<file path="src/rtl/pipe_stage_reg.sv">
// rtl/pipe_stage_reg.sv - parametrised valid/ready pipeline stage register with optional skid buffer
//
// Purpose: carries an opaque data bundle and a control bundle between two CPU
// pipeline stages. When no valid entry is held, the control bundle is squashed
// to CTRL_BUBBLE. SKID=1 adds a second entry so that in_ready is a register
// output. SKID=0 keeps a single entry with a combinational in_ready.
//
// Ports:
//   clk, reset_n          clock, synchronous active-low reset
//   flush                 squash all held and incoming entries
//   in_valid/in_ready     upstream handshake; in_data/in_ctrl are the entry
//   out_valid/out_ready   downstream handshake; out_data/out_ctrl are the head entry
//   occupancy             number of entries held (0..2)

module pipe_stage_reg #(
    parameter int                DATA_W      = 32,
    parameter int                CTRL_W      = 5,
    parameter logic [CTRL_W-1:0] CTRL_BUBBLE = '0,
    parameter int                SKID        = 1
) (
    input  logic              clk,
    input  logic              reset_n,
    input  logic              flush,
    input  logic              in_valid,
    output logic              in_ready,
    input  logic [DATA_W-1:0] in_data,
    input  logic [CTRL_W-1:0] in_ctrl,
    output logic              out_valid,
    input  logic              out_ready,
    output logic [DATA_W-1:0] out_data,
    output logic [CTRL_W-1:0] out_ctrl,
    output logic [1:0]        occupancy
);

    localparam logic [1:0] ST_EMPTY = 2'd0;
    localparam logic [1:0] ST_HEAD  = 2'd1;
    localparam logic [1:0] ST_FULL  = 2'd2;

    logic [1:0]        state;
    logic [DATA_W-1:0] head_data;
    logic [CTRL_W-1:0] head_ctrl;
    logic [DATA_W-1:0] skid_data;
    logic [CTRL_W-1:0] skid_ctrl;
    logic              ready_q;
    logic              accept;
    logic              release_head;

    // ready_q resets to 1; gating with reset_n holds in_ready low during
    // reset and lets it rise in the very first cycle after release.
    always_comb begin
        if (SKID != 0) begin
            in_ready = reset_n & ready_q;
        end else begin
            in_ready = reset_n & ((state == ST_EMPTY) | out_ready);
        end
    end

    assign out_valid    = (state != ST_EMPTY);
    assign accept       = in_valid & in_ready;
    assign release_head = out_valid & out_ready;
    assign out_data     = head_data;
    // Downstream must never see write enables without a valid entry.
    assign out_ctrl     = out_valid ? head_ctrl : CTRL_BUBBLE;
    assign occupancy    = state;

    always_ff @(posedge clk) begin
        if (!reset_n) begin
            state     <= ST_EMPTY;
            head_data <= '0;
            head_ctrl <= CTRL_BUBBLE;
            skid_data <= '0;
            skid_ctrl <= CTRL_BUBBLE;
            ready_q   <= 1'b1;
        end else if (flush) begin
            // Entry offered in this cycle is dropped; data holds last value.
            state   <= ST_EMPTY;
            ready_q <= 1'b1;
        end else begin
            case (state)
                ST_EMPTY: begin
                    if (accept) begin
                        head_data <= in_data;
                        head_ctrl <= in_ctrl;
                        state     <= ST_HEAD;
                    end
                end
                ST_HEAD: begin
                    if (accept && release_head) begin
                        head_data <= in_data;
                        head_ctrl <= in_ctrl;
                    end else if (accept) begin
                        // Only reachable with SKID=1: park the entry in the skid slot.
                        skid_data <= in_data;
                        skid_ctrl <= in_ctrl;
                        state     <= ST_FULL;
                        ready_q   <= 1'b0;
                    end else if (release_head) begin
                        state <= ST_EMPTY;
                    end
                end
                ST_FULL: begin
                    if (release_head) begin
                        head_data <= skid_data;
                        head_ctrl <= skid_ctrl;
                        state     <= ST_HEAD;
                        ready_q   <= 1'b1;
                    end
                end
                default: begin
                    state   <= ST_EMPTY;
                    ready_q <= 1'b1;
                end
            endcase
        end
    end

endmodule

</file>
<file path="config.mk">
export PLATFORM = sky130hd
export DESIGN_NAME = pipe_stage_reg
export DESIGN_NICKNAME = d
export VERILOG_FILES = /design/src/rtl/pipe_stage_reg.sv
export SDC_FILE = /design/constraint.sdc
export NUM_CORES = 1
export LEC_CHECK = 0
export ABC_AREA = 1
export BUFFER_PORTS_ARGS = -buffer_cell sky130_fd_sc_hd__buf_2
export CORE_UTILIZATION = 58
export DETAILED_ROUTE_END_ITERATION = 7
export GPL_TIMING_DRIVEN = 0
export HOLD_SLACK_MARGIN = 0.15
export PLACE_DENSITY = 0.85
export REMOVE_ABC_BUFFERS = 1
export SETUP_SLACK_MARGIN = 0.4
export SYNTH_ARGS = -nofsm -noshare
export SYNTH_HDL_FRONTEND = slang
export SYNTH_SLANG_ARGS = --single-unit
</file>
<file path="constraint.sdc">
create_clock -name clk -period 2.1 [get_ports clk]
set_input_delay 0.42 -clock clk [delete_from_list [all_inputs] [get_ports clk]]
set_output_delay 0.42 -clock clk [all_outputs]
set_load 0.1 [all_outputs]
</file>
==> results.yml, run 1 <==
status:
  outcome: "finished, final reports clean"
finish:
  drive_gt1_frac: 0.212
  final_util: 0.739
  final-seq-area_sq_um: 1550
  multi_input_area_sq_um: 1820
  final_nets: 689
  nFillCells: 485
  diodes: 0
  layout-area-overhead-vs-synth_pct: 22.7
timing:
  final.setup_skew_ns: 0.0146
  final_hold_viol_count: 0
  finalCriticalPeriod_ns: 1.72
  worst_slack_ns: 0.382
  slew_headroom: 0.598
  rsz0062_at_grt: "yes"
  fmax_ghz: 0.582
  worst_pin_slew_ns: 0.602
  slew_viol_final: 0
  min_period_over_period: 0.818
  finalSetupViolations: 0
route:
  dr.pass1.iters: 5
  routedWlPerCell_um: 14.1
  vias: 3851
  ant_nets: 0
  drc: 0
  initialDrtViolationCount: 293
  drt_wl_total_um: 10200
  via_per_inst: 5.30
global_routing:
  grt_usage: 0.318
  grt_overflow: 0
  grt_pass1_wl_um: 15700
  antenna_found_initial: 0
  grt_pass1_vias: 3409
  grt_max_degree: 80
pwr:
  pwr-share-clk: 0.324
  p_sw_frac: 0.338
  vdd_drop_max_v: 0.000656
  p_int_mw: 2.09
  powerDensity_nw_per_um2: 717
  p_comb_frac: 0.193
  p_switching_mw: 1.07
  power.leakage_nw: 2.36
  pwr-share-seq: 0.483
  p_total_mw: 3.16
die:
  rows: 28
  core_sq_um: 5960
  start_util: 0.603
  fp.dieW_um: 80.7
  die-area_sq_um: 6510
  io-pin-count: 83
  die_y_um: 80.7
clock_network:
  cts.sinks: 77
  path_clk_slew_ns: 0.08
  cts_buffer_depth: 2
  cts_tree: "yes"
  cts_inserted_buffers: 9
  postCtsHoldBufs: 0
  insertion_delay_ns: 0.35
  ctsHtreeMaxLevel: 3
  cts-root-buf: "clkbuf_8"
setup_path:
  cp_slowest_cell: "buf_8"
  critPathRequiredTime_ns: 1.68
  arrival_ns: 1.30
  crit_buf_inv: 3
  crit_chain: "buf_8 -> nand2_1 -> inv_1 -> buf_4"
  cp_max_fo: 79
  cp_top_family: "buffers and inverters"
  startpoint_type: "input pin"
  end_kind: "output port"
  crit_type: "in -> out"
  slowest_delay_ns: 0.34
placement:
  hpwl_um: 4690
  dp_slack_ns: -1.77
  port-buffer-count: 82
  gp_congestion: 0.755
synth:
  synth_edf_count: 0
  yosysWarnings: 0
  syn-instance-count: 563
  postSynthAreaPerCell_sq_um: 6.37
  synth_ff_type: "dfxtp_1"
  ys_async_sr_fraction: 0
  syn-cell-area_sq_um: 3590
  synth.ff_latch_count: 77
  ys_seq_area_frac: 0.430
  yosysUniqueCellTypes: 19
flow_run:
  maxCapViolCount: 0
hold_path:
  worstHoldPathType: "in -> reg"
[power by group through the flow]
stage	clock, mW	sequential, mW	combinational (mW)
finish	1.02	1.52	0.610
global route	1.09	1.53	0.652
CTS	1.02	1.53	0.600
detailed placement	0	1.56	0.560
global placement	0	1.56	0.554
floorplan	0	1.81	0.172
[what timing repair did]
item                                   in CTS  in global routing
setup endpoints to repair                  86                 80
endpoints found under the hold margin       0                  0
gates resized for setup                    24                  5
buffers inserted                           11                  4
cloned                                      8                  2
pin swaps                                   7                  1
[registers in the layout, indices dropped and copies added, names as in the netlist]
name	count
occupancy	2
head_ctrl	5
out_data	32
skid_data	32
skid_ctrl	5
ready_q	1
[cell families (layout without fill, tap and decap cells)]
| kind of cell | after synthesis | after routing | synth area share |
|---|---|---|---|
| AOI/OAI and AO/OA | 40 | 41 | 0.0579 |
| buffers and inverters | 82 | 161 | 0.106 |
| DFF | 77 | 77 | 0.430 |
| and+or+nand+nor | 364 | 373 | 0.407 |
[layout by cell type (no fill, tap or decap), drive strengths merged]
cell and count:
nor3 38, buf 98, nand3 5, inv 47
dfxtp 77, o211ai 2, clkbuf 10, clkinvlp 2
clkinv 4, o21ai 37, nor2 128, nand4 5
nand2 197, a21oi 2
[worst paths after layout]
kind                             start                          to  slack [ns]  depth (start not counted)
min                        in_data[16]  skid_data[16]$_SDFFE_PN0P_        0.31                          3
max                            reset_n                    in_ready        0.38                          4
min reg2reg  out_data[22]$_SDFFE_PN0P_   out_data[22]$_SDFFE_PN0P_        0.51                          4
max reg2reg  occupancy[1]$_SDFFE_PP0P_   skid_ctrl[2]$_SDFFE_PN0P_        0.41                          6
[cell type report]
type	count	share of cell area
multi-input combinational	414	0.414
sequential	77	0.352
timing repair buffer	98	0.132
inverter	47	0.0406
clock inverter	6	0.00881
tap	75	0.0213
clock buffer	10	0.0313
[worst reg2reg max path, delay by kind of cell (launching register included)]
family | cells | cell delay [ns]
simple gates | 3 | 0.64
buf+inv | 2 | 0.47
flops | 1 | 0.39
compound gates | 1 | 0.10
[cell usage after synthesis, types with 2 or more instances]
library cell	instances	area [sq um]
a21oi_1	2	10.0
buf_2	13	65.1
buf_4	5	37.5
buf_6	5	56.3
clkbuf_1	12	45.0
dfxtp_1	77	1540
inv_1	45	169
inv_2	2	7.51
nand2_1	197	739
nand3_1	2	10.0
nand4_1	2	12.5
nor2_1	120	450
nor2_4	3	33.8
nor3_1	38	190
o21ai_0	33	165
o21ai_1	4	20.0
[metrics by stage]
stage | setup TNS (ns) | instance area, sq um | std cells | hold WS, ns
after floorplan | -66.52 | 3380 | 528 | 0.451
after global placement | -155.26 | 3890 | 685 | 0.462
after detailed placement | -125.44 | 3920 | 686 | 0.476
after CTS | 0 | 4330 | 721 | 0.316
after global routing | 0 | 4400 | 727 | 0.316
final | 0 | 4400 | 727 | 0.315
[metal layers]
layer / up-vias / global-route usage / share of wire
met5: - / 0 / 0
met4: 0 / 0.114 / 0.018
met3: 20 / 0.0625 / 0.088
met2: 186 / 0.553 / 0.48
met1: 1743 / 0.388 / 0.41
li1: 1902 / - / -
No activity file was read; power rests on OpenSTA's default activity.
==> run 2, diff against run 1 <==
--- a/config.mk
+++ b/config.mk
@@ -5,13 +5,13 @@
 export SDC_FILE = /design/constraint.sdc
 export NUM_CORES = 1
 export LEC_CHECK = 0
-export ABC_AREA = 1
+export ABC_AREA = 0
 export BUFFER_PORTS_ARGS = -buffer_cell sky130_fd_sc_hd__buf_2
-export CORE_UTILIZATION = 58
+export CORE_UTILIZATION = 54
 export DETAILED_ROUTE_END_ITERATION = 7
 export GPL_TIMING_DRIVEN = 0
 export HOLD_SLACK_MARGIN = 0.15
-export PLACE_DENSITY = 0.85
+export PLACE_DENSITY = 0.8
 export REMOVE_ABC_BUFFERS = 1
 export SETUP_SLACK_MARGIN = 0.4
 export SYNTH_ARGS = -nofsm -noshare
==> constraint.sdc (replaced) <==
create_clock -name clk -period 1.8 [get_ports clk]
set_input_delay 0.36 -clock clk [delete_from_list [all_inputs] [get_ports clk]]
set_output_delay 0.36 -clock clk [all_outputs]
set_load 0.1 [all_outputs]
==> results.yml, run 2 <==
die:
  die_y_um: 83.2
  core_sq_um: 6350
  io-pin-count: 83
  fp.dieW_um: 83.2
  start_util: 0.560
  die-area_sq_um: 6920
  rows: 29
setup_path:
  crit_type: "reg -> out"
  cp_max_fo: 6
  startpoint_type: "register"
  ff2ff_setup_slack_ns: 0.26
  reg2reg_from: "ready_q$_SDFFE_PP1P_"
  reg2reg_depth: 6
  r2r_end: "out_data[29]$_SDFFE_PN0P_"
  arrival_ns: 1.21
  end_kind: "output port"
  critPathRequiredTime_ns: 1.44
route:
  dr.pass1.iters: 5
  ant_nets: 0
  vias: 3288
  routedWlPerCell_um: 19.8
  drc: 0
  via_per_inst: 5.97
  initialDrtViolationCount: 163
  drt_wl_total_um: 10900
global_routing:
  grt_usage: 0.296
  grt_overflow: 0
  grt_pass1_wl_um: 16100
  grt_max_degree: 48
  grt_pass1_vias: 3199
  antenna_found_initial: 0
timing:
  final_hold_viol_count: 0
  final.setup_skew_ns: 0.00891
  min_period_over_period: 0.873
  slew_viol_final: 0
  worst_slack_ns: 0.229
  fmax_ghz: 0.637
  worst_pin_slew_ns: 0.286
  slew_headroom: 0.804
  rsz0062_at_grt: "yes"
  finalSetupViolations: 0
  finalCriticalPeriod_ns: 1.57
clock_network:
  path_clk_slew_ns: 0.08
  insertion_delay_ns: 0.35
  cts-root-buf: "clkbuf_8"
  cts_inserted_buffers: 9
  ctsHtreeMaxLevel: 3
  postCtsHoldBufs: 0
  cts_buffer_depth: 2
  cts_tree: "yes"
  cts.sinks: 77
synth:
  synth.most_common_cell: "dfxtp_1"
  synth_top_area_cell: "dfxtp_1"
  syn-instance-count: 361
  synth_ff_type: "dfxtp_1"
  yosysWarnings: 0
  synth.ff_latch_count: 77
  ys_seq_area_frac: 0.433
  ys_async_sr_fraction: 0
  synth_edf_count: 0
  synth_top_area_share: 0.433
  postSynthAreaPerCell_sq_um: 9.86
  synth_common_cells: "dfxtp_1 (77), nand2_1 (68), a21oi_1 (38), mux2i_1 (38), a211oi_2 (30)"
  syn-cell-area_sq_um: 3560
  synth_area_leaders: "dfxtp_1 (43%), mux2i_1 (11%), a211oi_2 (11%), nand2_1 (7.2%), o21ai_2 (6.6%)"
  yosysUniqueCellTypes: 32
pwr:
  vdd_drop_max_v: 0.000622
  p_total_mw: 3.97
  powerDensity_nw_per_um2: 760
  power.leakage_nw: 2.30
finish:
  final_cell_mix: "dfxtp_1 (74), nand2_1 (60), buf_4 (42)"
  final_nets: 511
  multi_input_area_sq_um: 1940
  drive_gt1_frac: 0.513
  final-seq-area_sq_um: 1550
  final_common_cell: "dfxtp_1"
  diodes: 0
  nFillCells: 368
  layout-area-overhead-vs-synth_pct: 46.9
placement:
  dp_slack_ns: -1.37
  port-buffer-count: 82
  hpwl_um: 5040
  gp_congestion: 0.713
hold_path:
  hp-start: "in_data[17]"
  worstHoldPathType: "in -> reg"
  worstHoldEndpoint: "skid_data[17]$_SDFFE_PN0P_"
  hold_depth: 3
status:
  outcome: "finished, final reports clean"
flow_run:
  maxCapViolCount: 0
-- run 2: routing by layer --
layer	part of all wire	wire, um	up-vias	global-route usage
met2	0.51	5560	145	0.499
met3	0.062	675	25	0.0547
met4	0.021	233	0	0.129
met5	0	0	-	0
met1	0.41	4470	1620	0.368
li1	-	-	1498	-
-- run 2: final cells by class --
cell class                 instances  share of cell area
clock inverter                     5              0.0112
multi-input combinational        249               0.371
sequential                        77               0.297
clock buffer                      11              0.0290
tap                               77              0.0184
timing repair buffer             128               0.269
inverter                           4             0.00383
-- run 2: kinds of logic (layout without fill, tap and decap cells) --
family,after synthesis,in the layout,synth area share
AOI/OAI and AO/OA,118,118,0.267
buffers and inverters,37,148,0.0759
DFF,77,77,0.433
muxes,38,38,0.107
and+or+nand+nor,91,93,0.117
-- run 2: what timing repair did --
action	in CTS	in global routing
endpoints found under the setup margin	118	88
setup buffers	20	6
gates resized for setup	85	49
pin swaps	16	29
gates cloned	9	7
-- run 2: worst max-delay path by stage --
stage / from / endpoint / slack (ns) / cells past startpoint
2_1_floorplan: occupancy[0]$_SDFFE_PP0P_ / head_ctrl[0]$_SDFFE_PN0P_ / -1.99 / 4
3_3_place_gp: out_ready / out_data[26]$_SDFFE_PN0P_ / -3.09 / 5
3_5_place_dp: reset_n / out_data[26]$_SDFFE_PN0P_ / -1.37 / 7
4_1_cts: occupancy[1]$_SDFFE_PP0P_ / out_ctrl[3] / 0.27 / 3
5_1_grt: occupancy[1]$_SDFFE_PP0P_ / out_ctrl[4] / 0.20 / 3
6_report: occupancy[0]$_SDFFE_PP0P_ / out_ctrl[2] / 0.23 / 3
-- run 2: worst max-delay path, cell delays in order (launching register included) --
cell	delay, ns
dfxtp_4	0.39
nor2_4	0.07
nor2b_2	0.20
buf_12	0.20
-- run 2: metrics by stage --
stage               instance area [sq um]  cells  TNS [ns]  utilization  hold slack (ns)
floorplan                            3300    328   -146.73            -            0.428
global placement                     3810    487   -206.99        0.600            0.436
detailed placement                   3980    493    -72.69        0.627            0.445
CTS                                  4840    538         0        0.763            0.211
global route                         5230    551         0        0.823            0.209
finish                               5230    551         0        0.823            0.217
-- run 2: power by group --
group | switching [mW] | internal [mW] | leakage, nW
clock | 0.656 | 0.716 | 0.102
combinational | 0.559 | 0.261 | 1.57
sequential | 0.0328 | 1.75 | 0.627
total | 1.25 | 2.73 | 2.30
==> run 3, diff against run 2 <==
--- a/config.mk
+++ b/config.mk
@@ -7,13 +7,16 @@
 export LEC_CHECK = 0
 export ABC_AREA = 0
 export BUFFER_PORTS_ARGS = -buffer_cell sky130_fd_sc_hd__buf_2
-export CORE_UTILIZATION = 54
+export CELL_PAD_IN_SITES_DETAIL_PLACEMENT = 1
+export CELL_PAD_IN_SITES_GLOBAL_PLACEMENT = 1
+export CORE_UTILIZATION = 41
 export DETAILED_ROUTE_END_ITERATION = 7
 export GPL_TIMING_DRIVEN = 0
 export HOLD_SLACK_MARGIN = 0.15
-export PLACE_DENSITY = 0.8
+export PLACE_DENSITY = 0.81
 export REMOVE_ABC_BUFFERS = 1
 export SETUP_SLACK_MARGIN = 0.4
+export SKIP_LAST_GASP = 1
 export SYNTH_ARGS = -nofsm -noshare
 export SYNTH_HDL_FRONTEND = slang
 export SYNTH_SLANG_ARGS = --single-unit
==> results.yml, run 3 (synthesized netlist as in run 2, its figures left out) <==
finish:
  drive_gt1_frac: 0.604
  final_common_cell: "dfxtp_1"
  final_cell_mix: "dfxtp_1 (73), nand2_1 (43), buf_2 (40)"
  final-seq-area_sq_um: 1550
  layout-area-overhead-vs-synth_pct: 67.6
  design_area_sq_um: 5960
  multi_input_area_sq_um: 2200
  nFillCells: 791
  final_nets: 530
  final_util: 0.719
global_routing:
  antenna_found_initial: 1
  grt_overflow: 0
  grt_pass1_wl_um: 21200
  grt_usage: 0.322
  grt_max_degree: 25
  grt_pass1_vias: 3727
clock_network:
  cts_inserted_buffers: 9
  postCtsHoldBufs: 0
  cts-root-buf: "clkbuf_8"
  ctsHtreeMaxLevel: 3
  cts_tree: "yes"
  insertion_delay_ns: 0.37
  path_clk_slew_ns: 0.09
  cts_buffer_depth: 2
  cts.sinks: 77
pwr:
  p_total_mw: 4.46
  powerDensity_nw_per_um2: 747
  power.leakage_nw: 2.68
  vdd_drop_max_v: 0.000520
die:
  start_util: 0.429
  fp.dieW_um: 95.2
  io-pin-count: 83
  rows: 33
  die_y_um: 95.2
  die-area_sq_um: 9060
  core_sq_um: 8300
timing:
  fmax_ghz: 0.603
  final.setup_skew_ns: 0.0103
  finalCriticalPeriod_ns: 1.66
  worst_pin_slew_ns: 0.340
  final_hold_viol_count: 0
  finalSetupViolations: 0
  min_period_over_period: 0.921
  fin_setup_tns_ns: 0
  slew_viol_final: 0
  worst_slack_ns: 0.142
  rsz0062_at_grt: "yes"
  slew_headroom: 0.767
setup_path:
  ff2ff_setup_slack_ns: 0.14
  r2r_end: "out_data[8]$_SDFFE_PN0P_"
  arrival_ns: 1.93
  crit_type: "reg -> reg"
  cp_max_fo: 6
  startpoint_type: "register"
  reg2reg_from: "occupancy[1]$_SDFFE_PP0P_"
  critPathRequiredTime_ns: 2.07
  end_kind: "register"
  reg2reg_depth: 8
route:
  dr.pass1.iters: 5
  initialDrtViolationCount: 175
  via_per_inst: 6.09
  vias: 3642
  routedWlPerCell_um: 29.8
  drt_wl_total_um: 17800
  ant_nets: 0
  drc: 0
hold_path:
  hold_depth: 3
  worstHoldPathType: "in -> reg"
  worstHoldEndpoint: "skid_ctrl[4]$_SDFFE_PN0P_"
  hp-start: "in_ctrl[4]"
placement:
  place_area_sq_um: 4010
  port-buffer-count: 82
  hpwl_um: 6010
  dp_slack_ns: -1.35
  gp_congestion: 0.759
flow_run:
  maxCapViolCount: 0
status:
  outcome: "finished, final reports clean"
-- run 3: timing repair --
action	4_1_cts	5_1_grt
setup endpoints to repair	118	92
pin swaps	11	55
hold endpoints to repair	0	0
setup buffers	32	8
gates cloned	13	8
resized for setup	119	100
-- run 3: critical path, cell delays in order (launching register included) --
cell	delay (ns)
dfxtp_4	0.39
buf_4	0.15
o21ai_4	0.21
buf_12	0.15
buf_12	0.11
buf_12	0.11
buf_16	0.12
a21oi_1	0.09
a211oi_2	0.24
-- run 3: power by group --
group | switching, mW | internal [mW] | leakage [nW]
sequential | 0.0453 | 1.75 | 0.627
clock | 0.724 | 0.989 | 0.125
combinational | 0.639 | 0.307 | 1.93
-- run 3: area by class of cell --
cell class,instances,area share
clock inverter,4,0.0159
clock buffer,11,0.0254
antenna,1,0.000420
tap,105,0.0220
sequential,77,0.261
multi-input combinational,248,0.369
inverter,4,0.00336
timing repair buffer,148,0.304
-- run 3: how the worst max path moves through the flow --
stage,startpoint,endpoint,slack [ns],cells after the start
after floorplan,occupancy[0]$_SDFFE_PP0P_,head_ctrl[0]$_SDFFE_PN0P_,-1.99,4
after global placement,out_ready,out_data[25]$_SDFFE_PN0P_,-3.31,5
after detailed placement,reset_n,out_data[23]$_SDFFE_PN0P_,-1.35,6
after CTS,occupancy[1]$_SDFFE_PP0P_,out_ctrl[0],0.24,3
after global routing,occupancy[1]$_SDFFE_PP0P_,out_data[8]$_SDFFE_PN0P_,0.09,8
final,occupancy[1]$_SDFFE_PP0P_,out_data[8]$_SDFFE_PN0P_,0.14,8
-- run 3: stage by stage --
step / hold slack [ns] / std cells
6_report: 0.224 / 598
2_1_floorplan: 0.428 / 328
3_3_place_gp: 0.436 / 515
4_1_cts: 0.218 / 581
3_5_place_dp: 0.443 / 521
5_1_grt: 0.217 / 598
-- run 3: per-layer routing --
| metal | up-vias | share of wire | track usage |
|---|---|---|---|
| met5 | - | 0 | 0 |
| met4 | 0 | 0.039 | 0.109 |
| met3 | 64 | 0.060 | 0.0750 |
| met2 | 201 | 0.52 | 0.574 |
| met1 | 1832 | 0.39 | 0.377 |
| li1 | 1545 | - | - |
